[src/rtl/oldland_dbg_cr_master_pkg.sv]
// Shared encodings for the debug control-register port: command ops, master
// FSM states and the read-only CR index. Also used by the debug controller.
package oldland_dbg_cr_master_pkg;

  localparam logic [1:0] DBG_CR_OP_READ  = 2'b00;
  localparam logic [1:0] DBG_CR_OP_WRITE = 2'b01;
  localparam logic [1:0] DBG_CR_OP_SET   = 2'b10;
  localparam logic [1:0] DBG_CR_OP_CLEAR = 2'b11;

  // CR7 always reads as zero and never accepts writes.
  localparam logic [2:0] DBG_CR_RO_SEL = 3'h7;

  typedef enum logic [2:0] {
    StIdle     = 3'd0,
    StSelect   = 3'd1,
    StWrite    = 3'd2,
    StReadback = 3'd3,
    StResp     = 3'd4
  } dbg_cr_state_e;

  // Write data for a modifying op given the current register value.
  function automatic logic [31:0] dbg_cr_rmw(input logic [1:0]  op,
                                             input logic [31:0] old,
                                             input logic [31:0] data);
    logic [31:0] res;
    unique case (op)
      DBG_CR_OP_SET:   res = old | data;
      DBG_CR_OP_CLEAR: res = old & ~data;
      default:         res = data;
    endcase
    return res;
  endfunction

endpackage

[src/rtl/oldland_dbg_cr_master.sv]
// Debug-side initiator for the execute stage's control-register port.
// Runs one READ/WRITE/SET/CLEAR per command while the CPU is stopped and
// returns exactly one response (read value or post-write read-back).
module oldland_dbg_cr_master
  import oldland_dbg_cr_master_pkg::*;
(
  input  logic        clk,
  input  logic        rst,
  input  logic        cpu_stopped,
  input  logic        cmd_valid,
  output logic        cmd_ready,
  input  logic [1:0]  cmd_op,
  input  logic [2:0]  cmd_sel,
  input  logic [31:0] cmd_data,
  output logic        rsp_valid,
  input  logic        rsp_ready,
  output logic [31:0] rsp_data,
  output logic        rsp_err,
  output logic [2:0]  dbg_cr_sel,
  input  logic [31:0] dbg_cr_val,
  output logic [31:0] dbg_cr_wr_val,
  output logic        dbg_cr_wr_en
);

  dbg_cr_state_e state_q, state_d;
  logic [1:0]    op_q, op_d;
  logic [2:0]    sel_q, sel_d;
  logic [31:0]   data_q, data_d;
  logic [31:0]   wr_val_q, wr_val_d;
  logic [31:0]   rsp_data_q, rsp_data_d;
  logic          rsp_err_q, rsp_err_d;

  // State and datapath registers; synchronous reset wins over any handshake.
  always_ff @(posedge clk) begin
    if (rst) begin
      state_q    <= StIdle;
      op_q       <= DBG_CR_OP_READ;
      sel_q      <= 3'h0;
      data_q     <= 32'h0;
      wr_val_q   <= 32'h0;
      rsp_data_q <= 32'h0;
      rsp_err_q  <= 1'b0;
    end else begin
      state_q    <= state_d;
      op_q       <= op_d;
      sel_q      <= sel_d;
      data_q     <= data_d;
      wr_val_q   <= wr_val_d;
      rsp_data_q <= rsp_data_d;
      rsp_err_q  <= rsp_err_d;
    end
  end

  // Next-state and datapath update for the command sequence.
  always_comb begin
    state_d    = state_q;
    op_d       = op_q;
    sel_d      = sel_q;
    data_d     = data_q;
    wr_val_d   = wr_val_q;
    rsp_data_d = rsp_data_q;
    rsp_err_d  = rsp_err_q;

    unique case (state_q)
      StIdle: begin
        if (cmd_valid) begin
          op_d   = cmd_op;
          sel_d  = cmd_sel;
          data_d = cmd_data;
          if (!cpu_stopped || (cmd_op != DBG_CR_OP_READ && cmd_sel == DBG_CR_RO_SEL)) begin
            rsp_err_d  = 1'b1;
            rsp_data_d = 32'h0;
            state_d    = StResp;
          end else begin
            rsp_err_d = 1'b0;
            state_d   = StSelect;
          end
        end
      end
      StSelect: begin
        if (op_q == DBG_CR_OP_READ) begin
          rsp_data_d = dbg_cr_val;
          state_d    = StResp;
        end else begin
          wr_val_d = dbg_cr_rmw(op_q, dbg_cr_val, data_q);
          state_d  = StWrite;
        end
      end
      StWrite: begin
        state_d = StReadback;
      end
      StReadback: begin
        // Read-back may differ from the written value where CR bits are hardwired.
        rsp_data_d = dbg_cr_val;
        state_d    = StResp;
      end
      StResp: begin
        if (rsp_ready) begin
          rsp_err_d = 1'b0;
          state_d   = StIdle;
        end
      end
      default: begin
        state_d = StIdle;
      end
    endcase
  end

  assign cmd_ready     = (state_q == StIdle);
  assign rsp_valid     = (state_q == StResp);
  assign dbg_cr_wr_en  = (state_q == StWrite);
  assign dbg_cr_sel    = sel_q;
  assign dbg_cr_wr_val = wr_val_q;
  assign rsp_data      = rsp_data_q;
  assign rsp_err       = rsp_err_q;

endmodule

[config.mk]
export PLATFORM = sky130hd
export DESIGN_NAME = oldland_dbg_cr_master
export DESIGN_NICKNAME = d
export VERILOG_FILES = /design/src/rtl/oldland_dbg_cr_master_pkg.sv /design/src/rtl/oldland_dbg_cr_master.sv
export SDC_FILE = /design/constraint.sdc
export NUM_CORES = 1
export LEC_CHECK = 0
export ABC_AREA = 1
export BUFFER_PORTS_ARGS = -buffer_cell sky130_fd_sc_hd__buf_4
export CAP_MARGIN = 20
export CORE_UTILIZATION = 51
export DETAILED_ROUTE_END_ITERATION = 6
export GPL_TIMING_DRIVEN = 0
export PLACE_DENSITY = 0.8
export SETUP_SLACK_MARGIN = 0.2
export SLEW_MARGIN = 20
export SYNTH_ARGS = -nofsm -noshare
export SYNTH_HDL_FRONTEND = slang
export SYNTH_SLANG_ARGS = --single-unit
[constraint.sdc]
create_clock -name clk -period 1.7 [get_ports clk]
set_input_delay 0.085 -clock clk [delete_from_list [all_inputs] [get_ports clk]]
set_output_delay 0.085 -clock clk [all_outputs]
set_load 0.02 [all_outputs]
# [Word-level counts from Yosys, hierarchy flattened]
# Cells that the tools add are included.
[totals] input_bits=74 reg_bits=105 elab_cells=49
[classes] n_reduce_logical=13 muxes=14 bitwise_logic=4 eq_ne=11
[ops] operator="32-bit 2-to-1 mux" count=3
[ops] operator="32-bit case mux with 3 select lines" count=1
[ops] operator="32-bit case mux with 2 select lines" count=1
[ops] operator="32-bit AND" count=1
[ops] operator="32-bit inverter" count=1
[ops] operator="32-bit OR" count=1
[ops] operator="3-bit case mux with 5 select lines" count=1
[ops] operator="3-bit 2-to-1 mux" count=4
[ops] operator="3-bit by 2-bit equality test with 1-bit output (second input constant)" count=2
[ops] operator="3-bit equality test (second input constant)" count=2
[ops] operator="2-bit AND reduction" count=3
[ops] operator="2-bit equality test (second input constant)" count=2
[ops] operator="2-bit by 1-bit inequality test with 1-bit output (second input constant)" count=2
[ops] operator="2-bit inequality test (second input constant)" count=2
[ops] operator="4-bit AND reduction" count=1
[ops] operator="2-bit nonzero test" count=2
[ops] operator="3-bit by 1-bit equality test with 1-bit output (second input constant)" count=1
[ops] operator="3-bit zero test" count=1
[ops] operator="1-bit 2-to-1 mux" count=3
[ops] operator="3-bit AND reduction" count=1
[ops] operator="3-bit nonzero test" count=1
[ops] operator="2-bit zero test" count=1
[ops] operator="1-bit case mux with 2 select lines" count=1
[ops] operator="1-bit logical AND" count=1
[ops] operator="other kinds (3)" count=3

# [Depth between registers and ports, before layout]
# Gate-level depths: netlist of the first run.
[depth] word_depth=6 ltp_mapped=11 mapped_depth_nobuf=8

# [Least setup slack after synthesis of the first run]
# No wires, ideal clock.
[synth_path] path_type="flip-flop to flip-flop" from="register state_q[0]" to="register rsp_data_q[10], in the netlist rsp_data[10]" path_stages_with_launch=9 path_slack_ns=0.272 required_ns=1.585 setup_time_ns=0.115 t_arrival_ns=1.313 path_cell_list="dfxtp_1 > inv_2 > nand2_1 > nor2_2 > nand3_2 > buf_4 > buf_2 > a21oi_1 > nor2_1"
[synth_between] elab_chain_cells=3 elab_cells_between_ends=9
[synth_lines] item="start, declared" line="oldland_dbg_cr_master.sv:25" rtl="dbg_cr_state_e state_q, state_d;"
[synth_lines] item="start signal, assigned" line="oldland_dbg_cr_master.sv:36" rtl="state_q <= StIdle;"
[synth_lines] item="start signal, assigned" line="oldland_dbg_cr_master.sv:44" rtl="state_q <= state_d;"
[synth_lines] item="3-bit zero test (*)"
[synth_lines] item="via cmd_ready" line="oldland_dbg_cr_master.sv:11" rtl="output logic cmd_ready,"
[synth_lines] item="2-bit by 1-bit inequality test with 1-bit output (no source line), or another cell as far along"
[synth_lines] item="4-bit AND reduction (no source line)"
[synth_lines] item="end signal, assigned" line="oldland_dbg_cr_master.sv:49" rtl="rsp_data_q <= rsp_data_d;"
[synth_lines] item="end, declared" line="oldland_dbg_cr_master.sv:30" rtl="logic [31:0] rsp_data_q, rsp_data_d;"
# The timed path passes the listed nets; every way through them passes the cells marked *.
# A chain may end at the register's enable or synchronous reset.

# [Worst setup path after layout of the first run]
[layout_path] from="register op_q[1]" to="register rsp_data_q[27], in the netlist rsp_data[27]"
[layout_between] elab_chain_cells=3
[layout_lines] item="start, declared" line="oldland_dbg_cr_master.sv:26" rtl="logic [1:0] op_q, op_d;"
[layout_lines] item="start signal, assigned" line="oldland_dbg_cr_master.sv:45" rtl="op_q <= op_d;"
[layout_lines] item="2-bit zero test" line="oldland_dbg_cr_master.sv:81" rtl="if (op_q == DBG_CR_OP_READ) begin"
[layout_lines] item="2-bit inequality test (no source line)"
[layout_lines] item="4-bit AND reduction (no source line)"
# Every way passes these cells.

==> reports/metrics.yaml, run 1 <==
flow_run:
  max_cap_violations: 0
detailed_routing:
  wl_per_cell_um: 14.55
  wl_um: 13270
  first_iter_violations: 313
  antenna_left: 0
  drc: 0
  vias: 4839
  vias_per_cell: 5.306
  dr.pass1.iters: 5
clock_tree:
  clock-sinks: 105
  htree_levels: 3
  clkTransAtPathRegs_ns: 0.10
  cts_tree: "done"
  cts-root-buf: "clkbuf_8"
  max-clock-path-buffers: 2
  cts_buffers: 9
  clock_latency_ns: 0.37
timing:
  setup_tns_ns: 0
  worst_pin_slew_ns: 0.5761
  drv_slew: 0
  rsz0062_at_grt: "true"
  max_freq_mhz: 688.2
  min_period_over_period: 0.8548
  fin_hold_ws_ns: 0.004888
  finalHoldViolations: 0
  finClkSkew_ns: 0.01353
  final-setup-viol-count: 0
  period_minus_slack_ns: 1.453
  max_slew_margin: 0.6159
global_routing:
  grt_max_degree: 17
  antenna_found_initial: 0
  grt_pass1_vias: 4258
  overflow: 0
  grt.total_usage: 0.2894
  grt_pass1_wl_um: 20150
synthesis:
  synth_seq_area_share: 0.4702
  synthCells: 627
  ys_seq_elements: 105
  synth_nets: 701
  synthesis.area_um2: 4471
  synth_cell_types: 18
  yosys_warnings: 0
  syn_area_per_cell_um2: 7.130
power:
  power_density_nw_per_um2: 1029
  p_total_mw: 6.401
  ir_worst_vdd_uv: 570.8
  p_leak_nw: 2.725
layout:
  drive_gt1_frac: 0.2739
  diodes: 0
  fin_nets: 876
  fillers: 660
  layout-area-overhead-vs-synth_pct: 39.10
floorplanning:
  boundaryPins: 145
  rows: 33
  die_w_um: 95.63
  fp.coreArea_um2: 8341
  die_h_um: 95.63
  start_util: 0.5360
  die_area_um2: 9144
critical_path:
  r2r_cells: 11
  path_max_fanout: 6
  worst_setup_path_start_kind: "flop"
  crit-reg2reg-launch: "op_q[1]$_SDFFE_PP0P_"
  critPathRequiredTime_ns: 1.98
  crit_arrival_ns: 1.73
  endpoint_kind: "flop"
  worstSetupPathType: "reg -> reg"
  worstReg2RegEnd: "rsp_data[27]$_SDFFE_PP0P_"
  reg2reg_setup_slack_ns: 0.25
placement:
  gp_congestion: 0.8983
  io_buffer_count: 144
  hpwl_um: 9798
hold_path:
  hold_path.class: "in -> reg"
  hold_path_depth: 3
  min-delay-start: "cmd_data[14]"
  hold_path_end: "data_q[14]$_SDFFE_PP0P_"
run_status:
  status: "complete, no violations"
[synth_stat cells (all sizes together)]
library cell | number | area, um^2
a21oi | 104 | 520.5
buf | 24 | 162.7
clkbuf | 24 | 90.09
dfxtp | 105 | 2102
inv | 47 | 176.4
nand2 | 149 | 559.3
nand3 | 69 | 367.9
nor2 | 37 | 151.4
nor3 | 1 | 5.000
o21ai | 67 | 335.3
[through the flow]
stage | util | std cells | cell area, um^2 | worst slack (ns)
global placement | 0.6814 | 876 | 5683 | 0.1985
detailed placement | 0.6814 | 876 | 5683 | 0.1678
global route | 0.7456 | 912 | 6218 | 0.1728
floorplan | - | 627 | 4471 | 0.2719
CTS | 0.7234 | 904 | 6033 | 0.1884
finish | 0.7456 | 912 | 6218 | 0.2469
[registers in the layout, summed over array words and instances (netlist names)]
name	flops
op_q	2
dbg_cr_wr_val	32
dbg_cr_sel	3
state_q	3
rsp_data	32
rsp_err	1
data_q	32
[per-layer routing]
layer	up-vias	share of wire	wire length, um	track usage
met5	-	0	0	0
met4	0	0.033	444	0.1294
met3	38	0.064	847	0.04625
met2	201	0.46	6106	0.4577
met1	2196	0.44	5872	0.3879
li1	2404	-	-	-
[worst max path at each step]
stage | startpoint | to | slack (ns) | cells after the start
after floorplan | state_q[0]$_SDFFE_PP0P_ | rsp_data[10]$_SDFFE_PP0P_ | 0.27 | 8
after global placement | state_q[2]$_SDFFE_PP0P_ | state_q[2]$_SDFFE_PP0P_ | 0.20 | 8
after detailed placement | state_q[0]$_SDFFE_PP0P_ | dbg_cr_wr_val[9]$_SDFFE_PP0P_ | 0.17 | 7
after CTS | state_q[0]$_SDFFE_PP0P_ | dbg_cr_wr_val[27]$_SDFFE_PP0P_ | 0.19 | 7
after global routing | op_q[1]$_SDFFE_PP0P_ | rsp_data[22]$_SDFFE_PP0P_ | 0.17 | 11
final | op_q[1]$_SDFFE_PP0P_ | rsp_data[27]$_SDFFE_PP0P_ | 0.25 | 11
[kinds of logic after synthesis]
group	count (synthesis)	synth area share
simple gates	256	0.2424
compound gates	171	0.1914
flops	105	0.4702
buf+inv	95	0.09600
[power breakdown]
part | switching (mW) | internal, mW | leakage, nW
registers | 0.118 | 2.71 | 0.862
clock network | 0.839 | 0.829 | 0.0995
logic | 1.10 | 0.809 | 1.76
total | 2.05 | 4.35 | 2.72
[timing repair]
action | in CTS | in global routing
pin swaps | 2 | 7
setup buffers | 0 | 5
gates cloned | 0 | 3
gates resized for setup | 5 | 44
hold endpoints to repair | 12 | 0
setup endpoints to repair | 34 | 82
hold buffers | 12 | 0
[layout make-up]
type	instances	area [um^2]	share of cell area
plain buffers	48	292.8	0.04708
clock buffers	11	131.4	0.02113
clock inverters	5	80.08	0.01288
inverters	47	176.4	0.02837
multi-input cells	427	2006	0.3225
flip-flops and latches	105	2107	0.3388
well taps	105	131.4	0.02113
repair buffers	164	1294	0.2080
[critical path: stages (launching register included)]
cell and delay (ns):
dfxtp_2 0.33, buf_6 0.12, inv_2 0.08, nand2_4 0.06
nand2_2 0.08, nand2_2 0.07, nand2_4 0.11, buf_8 0.14
clkbuf_16 0.14, nand3_1 0.08, nand2_1 0.10, nor2_1 0.05
[cells in the final DEF (no fill, tap or decap)]
| master | count |
|---|---|
| clkbuf_4 | 4 |
| clkbuf_8 | 9 |
| nand3_2 | 2 |
| nand2_4 | 2 |
| buf_6 | 7 |
| nand2_1 | 143 |
| dfxtp_2 | 4 |
| nor2_2 | 1 |
| clkinvlp_4 | 2 |
| buf_2 | 7 |
| a21oi_2 | 3 |
| nand3_4 | 3 |
| o21ai_0 | 67 |
| inv_1 | 42 |
| clkbuf_2 | 9 |
| clkbuf_16 | 2 |
| dfxtp_1 | 101 |
| inv_2 | 5 |
| nor2_4 | 2 |
| bufinv_16 | 2 |
| clkinv_2 | 1 |
| nand2_2 | 4 |
| buf_4 | 150 |
| nor3_1 | 1 |
| nor2_1 | 34 |
| dlygate4sd3_1 | 12 |
| buf_8 | 2 |
| a21oi_1 | 101 |
| nand3_1 | 64 |
| buf_1 | 5 |
| clkbuf_1 | 16 |
(Power assumes the default switching activity.)
==> run 2: changes to the inputs <==
--- a/config.mk
+++ b/config.mk
@@ -8,6 +8,7 @@
 export ABC_AREA = 1
 export BUFFER_PORTS_ARGS = -buffer_cell sky130_fd_sc_hd__buf_4
 export CAP_MARGIN = 20
+export CORE_MARGIN = 2
 export CORE_UTILIZATION = 51
 export DETAILED_ROUTE_END_ITERATION = 6
 export GPL_TIMING_DRIVEN = 0
==> reports/metrics.yaml, run 2 (synthesis results as in run 1) <==
critical_path:
  worst_setup_path_start_kind: "flop"
  worstReg2RegEnd: "rsp_data[13]$_SDFFE_PP0P_"
  critPathRequiredTime_ns: 1.96
  reg2reg_setup_slack_ns: 0.24
  worst-path-buf-inv: 4
  r2r_cells: 10
  crit_start: "op_q[1]$_SDFFE_PP0P_"
  crit-reg2reg-launch: "op_q[1]$_SDFFE_PP0P_"
  path_depth: 10
  worstSetupPathType: "reg -> reg"
  crit_path_max_incr_delay_ns: 0.34
  slowest_stage: "dfxtp_1"
  endpoint_kind: "flop"
  crit_end: "rsp_data[13]$_SDFFE_PP0P_"
  crit_arrival_ns: 1.73
  path_max_fanout: 10
  cp_cell_sequence: "buf_4 > inv_2 > nand2_2 > nand2_1 > nand2_1 > nand2_2 > buf_2 > buf_6 > a21oi_1 > nor2_1"
  path_delay_family: "buffers and inverters"
clock_tree:
  clock-sinks: 105
  cts-root-buf: "clkbuf_8"
  max-clock-path-buffers: 2
  cts_buffers: 9
  clkTransAtPathRegs_ns: 0.10
  htree_levels: 3
  cts_tree: "done"
  clock_latency_ns: 0.37
detailed_routing:
  vias_per_cell: 5.305
  drc: 0
  first_iter_violations: 296
  vias: 4875
  wl_um: 13370
  dr.pass1.iters: 5
  wl_per_cell_um: 14.55
  antenna_left: 0
timing:
  setup_tns_ns: 0
  max_slew_margin: 0.6348
  worst_pin_slew_ns: 0.5478
  period_minus_slack_ns: 1.464
  finalHoldViolations: 0
  max_freq_mhz: 682.9
  finClkSkew_ns: 0.01457
  final-setup-viol-count: 0
  min_period_over_period: 0.8614
  rsz0062_at_grt: "true"
  worst_slack_ns: 0.2357
  drv_slew: 0
global_routing:
  grt_max_degree: 18
  grt_pass1_vias: 4425
  grt_pass1_wl_um: 21020
  overflow: 0
  grt.total_usage: 0.2716
  antenna_found_initial: 0
placement:
  place_ws_ns: 0.1743
  gp_congestion: 0.8741
  hpwl_um: 9909
  io_buffer_count: 144
layout:
  fillers: 725
  layout_commonest_cell: "buf_4"
  drive_gt1_frac: 0.2824
  final_cell_mix: "buf_4 (154), nand2_1 (145), dfxtp_1 (102), a21oi_1 (91), o21ai_0 (67)"
  fin_nets: 880
  diodes: 0
  layout-area-overhead-vs-synth_pct: 39.01
floorplanning:
  rows: 34
  die_w_um: 97.63
  die_h_um: 97.63
  boundaryPins: 145
  start_util: 0.5202
  die_area_um2: 9531
  fp.coreArea_um2: 8593
flow_run:
  max_cap_violations: 0
power:
  p_total_mw: 6.229
  power_density_nw_per_um2: 1002
  p_leak_nw: 2.714
  ir_worst_vdd_uv: 479.0
run_status:
  status: "complete, no violations"
hold_path:
  hold_path.class: "in -> reg"
[run 2: final cells by class]
cell class              count  area, um^2  area share
flip-flops and latches    105        2106      0.3388
multi-input cells         427        2023      0.3255
repair buffers            168        1296      0.2086
plain buffers              48       289.0     0.04651
inverters                  47       176.4     0.02839
clock buffers              11       151.4     0.02436
well taps                 108       135.1     0.02174
clock inverters             5       37.54    0.006040
[run 2: through the flow]
step | area, um^2 | utilization | hold WS [ns] | cells
floorplan | 4471 | - | 0.2282 | 627
global placement | 5687 | 0.6618 | 0.3364 | 879
detailed placement | 5687 | 0.6618 | 0.3469 | 879
CTS | 6028 | 0.7015 | 0.001184 | 909
global route | 6215 | 0.7232 | 0.009301 | 919
finish | 6215 | 0.7232 | 0.005120 | 919
[run 2: routing by layer]
metal,up-vias,part of all wire,GRT usage
met5,-,0,0
met4,0,0.021,0.08974
met3,30,0.069,0.03957
met2,196,0.48,0.4557
met1,2245,0.43,0.3601
li1,2404,-,-
[run 2: worst min-delay path by stage]
stage                  from                          to  cells past startpoint
4_1_cts         cmd_data[0]      data_q[0]$_SDFFE_PP0P_                      3
5_1_grt        cmd_data[20]     data_q[20]$_SDFFE_PP0P_                      3
2_1_floorplan    cmd_sel[0]  dbg_cr_sel[0]$_SDFFE_PP0P_                      2
6_report       cmd_data[15]     data_q[15]$_SDFFE_PP0P_                      3
3_3_place_gp     cmd_sel[1]  dbg_cr_sel[1]$_SDFFE_PP0P_                      3
3_5_place_dp     cmd_sel[1]  dbg_cr_sel[1]$_SDFFE_PP0P_                      3
[run 2: timing repair]
item | in CTS | in global routing
gates cloned | 0 | 1
buffers inserted | 0 | 8
endpoints found under the hold margin | 13 | 1
hold buffers | 14 | 1
endpoints found under the setup margin | 11 | 81
gates resized for setup | 2 | 51
pin swaps | 1 | 5
[run 2: power by group]
part	total, mW	switching, mW	internal (mW)
combinational	1.90	1.10	0.800
sequential	2.84	0.127	2.71
clock	1.49	0.870	0.622
total	6.23	2.10	4.13
[run 2: worst min-delay path, stage by stage]
cell	delay, ns
buf_4	0.08
o21ai_0	0.07
a21oi_1	0.11
==> run 3: changes to the inputs <==
==> constraint.sdc (replaced) <==
create_clock -name clk -period 1.7 [get_ports clk]
set_input_delay 0 -clock clk [delete_from_list [all_inputs] [get_ports clk]]
set_output_delay 0 -clock clk [all_outputs]
set_load 0.02 [all_outputs]
==> reports/metrics.yaml, run 3 (synthesis results as in run 1) <==
detailed_routing:
  drc: 0
  vias_per_cell: 5.434
  wl_um: 14620
  vias: 5217
  wl_per_cell_um: 15.23
  first_iter_violations: 447
  antenna_left: 0
  dr.pass1.iters: 5
placement:
  gp_congestion: 0.8741
  hpwl_um: 9909
  place_ws_ns: 0.1743
  io_buffer_count: 144
layout:
  final_cell_mix: "buf_4 (155), nand2_1 (145), dfxtp_1 (102), a21oi_1 (92), o21ai_0 (67)"
  layout-area-overhead-vs-synth_pct: 48.08
  ff_latch_area_um2: 2106
  fillers: 648
  final_core_util: 0.7704
  multi_input_comb_area_um2: 2019
  fin_nets: 920
  drive_gt1_frac: 0.2714
  layout_commonest_cell: "buf_4"
timing:
  max_freq_mhz: 686.7
  worst_pin_slew_ns: 0.5606
  min_period_over_period: 0.8567
  rsz0062_at_grt: "true"
  period_minus_slack_ns: 1.456
  final-setup-viol-count: 0
  finalHoldViolations: 0
  setup_tns_ns: 0
  worst_slack_ns: 0.2437
  drv_slew: 0
  finClkSkew_ns: 0.01156
  max_slew_margin: 0.6263
global_routing:
  grt_max_degree: 18
  grt.met3_usage: 0.05827
  grt_pass1_wl_um: 23310
  grt.met2_usage: 0.5008
  grt.total_usage: 0.3018
  grt_busiest_layer: "met2"
  overflow: 0
  grt_pass1_vias: 4951
  use_met1: 0.3754
  antenna_found_initial: 1
critical_path:
  worstSetupPathType: "reg -> reg"
  critPathRequiredTime_ns: 1.96
  crit_arrival_ns: 1.71
  worst_setup_path_start_kind: "flop"
  path_max_fanout: 7
  endpoint_kind: "flop"
floorplanning:
  die_w_um: 97.63
  fp.coreArea_um2: 8593
  start_util: 0.5202
  die_area_um2: 9531
  die_h_um: 97.63
  boundaryPins: 145
  rows: 34
power:
  p_leak_nw: 2.890
  power_density_nw_per_um2: 954.4
  ir_worst_vdd_uv: 506.7
  p_total_mw: 6.319
clock_tree:
  htree_levels: 3
  clock_latency_ns: 0.37
  cts_buffers: 9
  clkTransAtPathRegs_ns: 0.09
  clock-sinks: 105
  cts_tree: "done"
  cts-root-buf: "clkbuf_8"
  max-clock-path-buffers: 2
run_status:
  status: "complete, no violations"
flow_run:
  max_cap_violations: 0
hold_path:
  hold_path.class: "in -> reg"
[run 3: cell types whose count changed in the layout (fill, tap and decap cells not counted)]
cell,previous run,this run
dlygate4sd3_1,15,55
clkbuf_1,15,10
clkbuf_2,8,11
buf_1,5,7
a21oi_1,91,92
a21oi_2,13,12
buf_2,5,4
buf_4,154,155
diode_2,0,1
[run 3: area by class of cell]
cell class	instances	area share
Clock inverter	5	0.005670
Sequential cell	105	0.3181
Multi-Input combinational cell	427	0.3050
Timing Repair Buffer	208	0.2567
Buffer	48	0.04423
Inverter	47	0.02665
Clock buffer	11	0.02287
Tap cell	108	0.02041
Antenna cell	1	0.0003780
[run 3: path summary, 6_finish.rpt]
| path | startpoint | end | slack, ns | cells after the start |
|---|---|---|---|---|
| worst max-delay path | op_q[1]$_SDFFE_PP0P_ | rsp_data[25]$_SDFFE_PP0P_ | 0.24 | 11 |
| worst min-delay path | dbg_cr_val[1] | rsp_data[1]$_SDFFE_PP0P_ | 0.005 | 5 |
| worst max register to register | op_q[1]$_SDFFE_PP0P_ | rsp_data[25]$_SDFFE_PP0P_ | 0.24 | 11 |
| worst min register to register | dbg_cr_wr_val[0]$_SDFFE_PP0P_ | dbg_cr_wr_val[0]$_SDFFE_PP0P_ | 0.47 | 2 |
[run 3: critical path, stage by stage (launching register included)]
cell and delay [ns]:
dfxtp_1 0.32, buf_4 0.16, inv_2 0.06, nand2_2 0.07, nand2_1 0.08, nand2_1 0.07
nand2_2 0.10, buf_6 0.15, buf_4 0.15, nand3_1 0.07, nand2_1 0.08, nor2_1 0.04
[run 3: per-stage QoR]
step	hold slack (ns)	instance area [um^2]	instances
final	0.004809	6620	960
after global routing	0.02547	6620	960
after CTS	0.0003383	6439	950
after detailed placement	0.2619	5687	879
after global placement	0.2514	5687	879
after floorplan	0.1432	4471	627
[run 3: repair_timing]
action / CTS / global route
resized for setup: 2 / 60
buffers inserted: 0 / 7
endpoints found under the hold margin: 55 / 0
gates cloned: 0 / 2
setup endpoints to repair: 11 / 86
hold buffers: 55 / 0
pin swaps: 1 / 4
[run 3: layer usage]
layer  vias up  wire, um
met5         -         0
met4         0       669
met3        72      1198
met2       295      6981
met1      2367      5774
li1       2483         -
[run 3: where the power goes]
group	switching [mW]	leakage (nW)	internal [mW]	total, mW
Combinational	1.14	1.94	0.863	2.00
Clock	0.855	0.0924	0.621	1.48
Sequential	0.128	0.862	2.71	2.84
Total	2.12	2.89	4.20	6.32
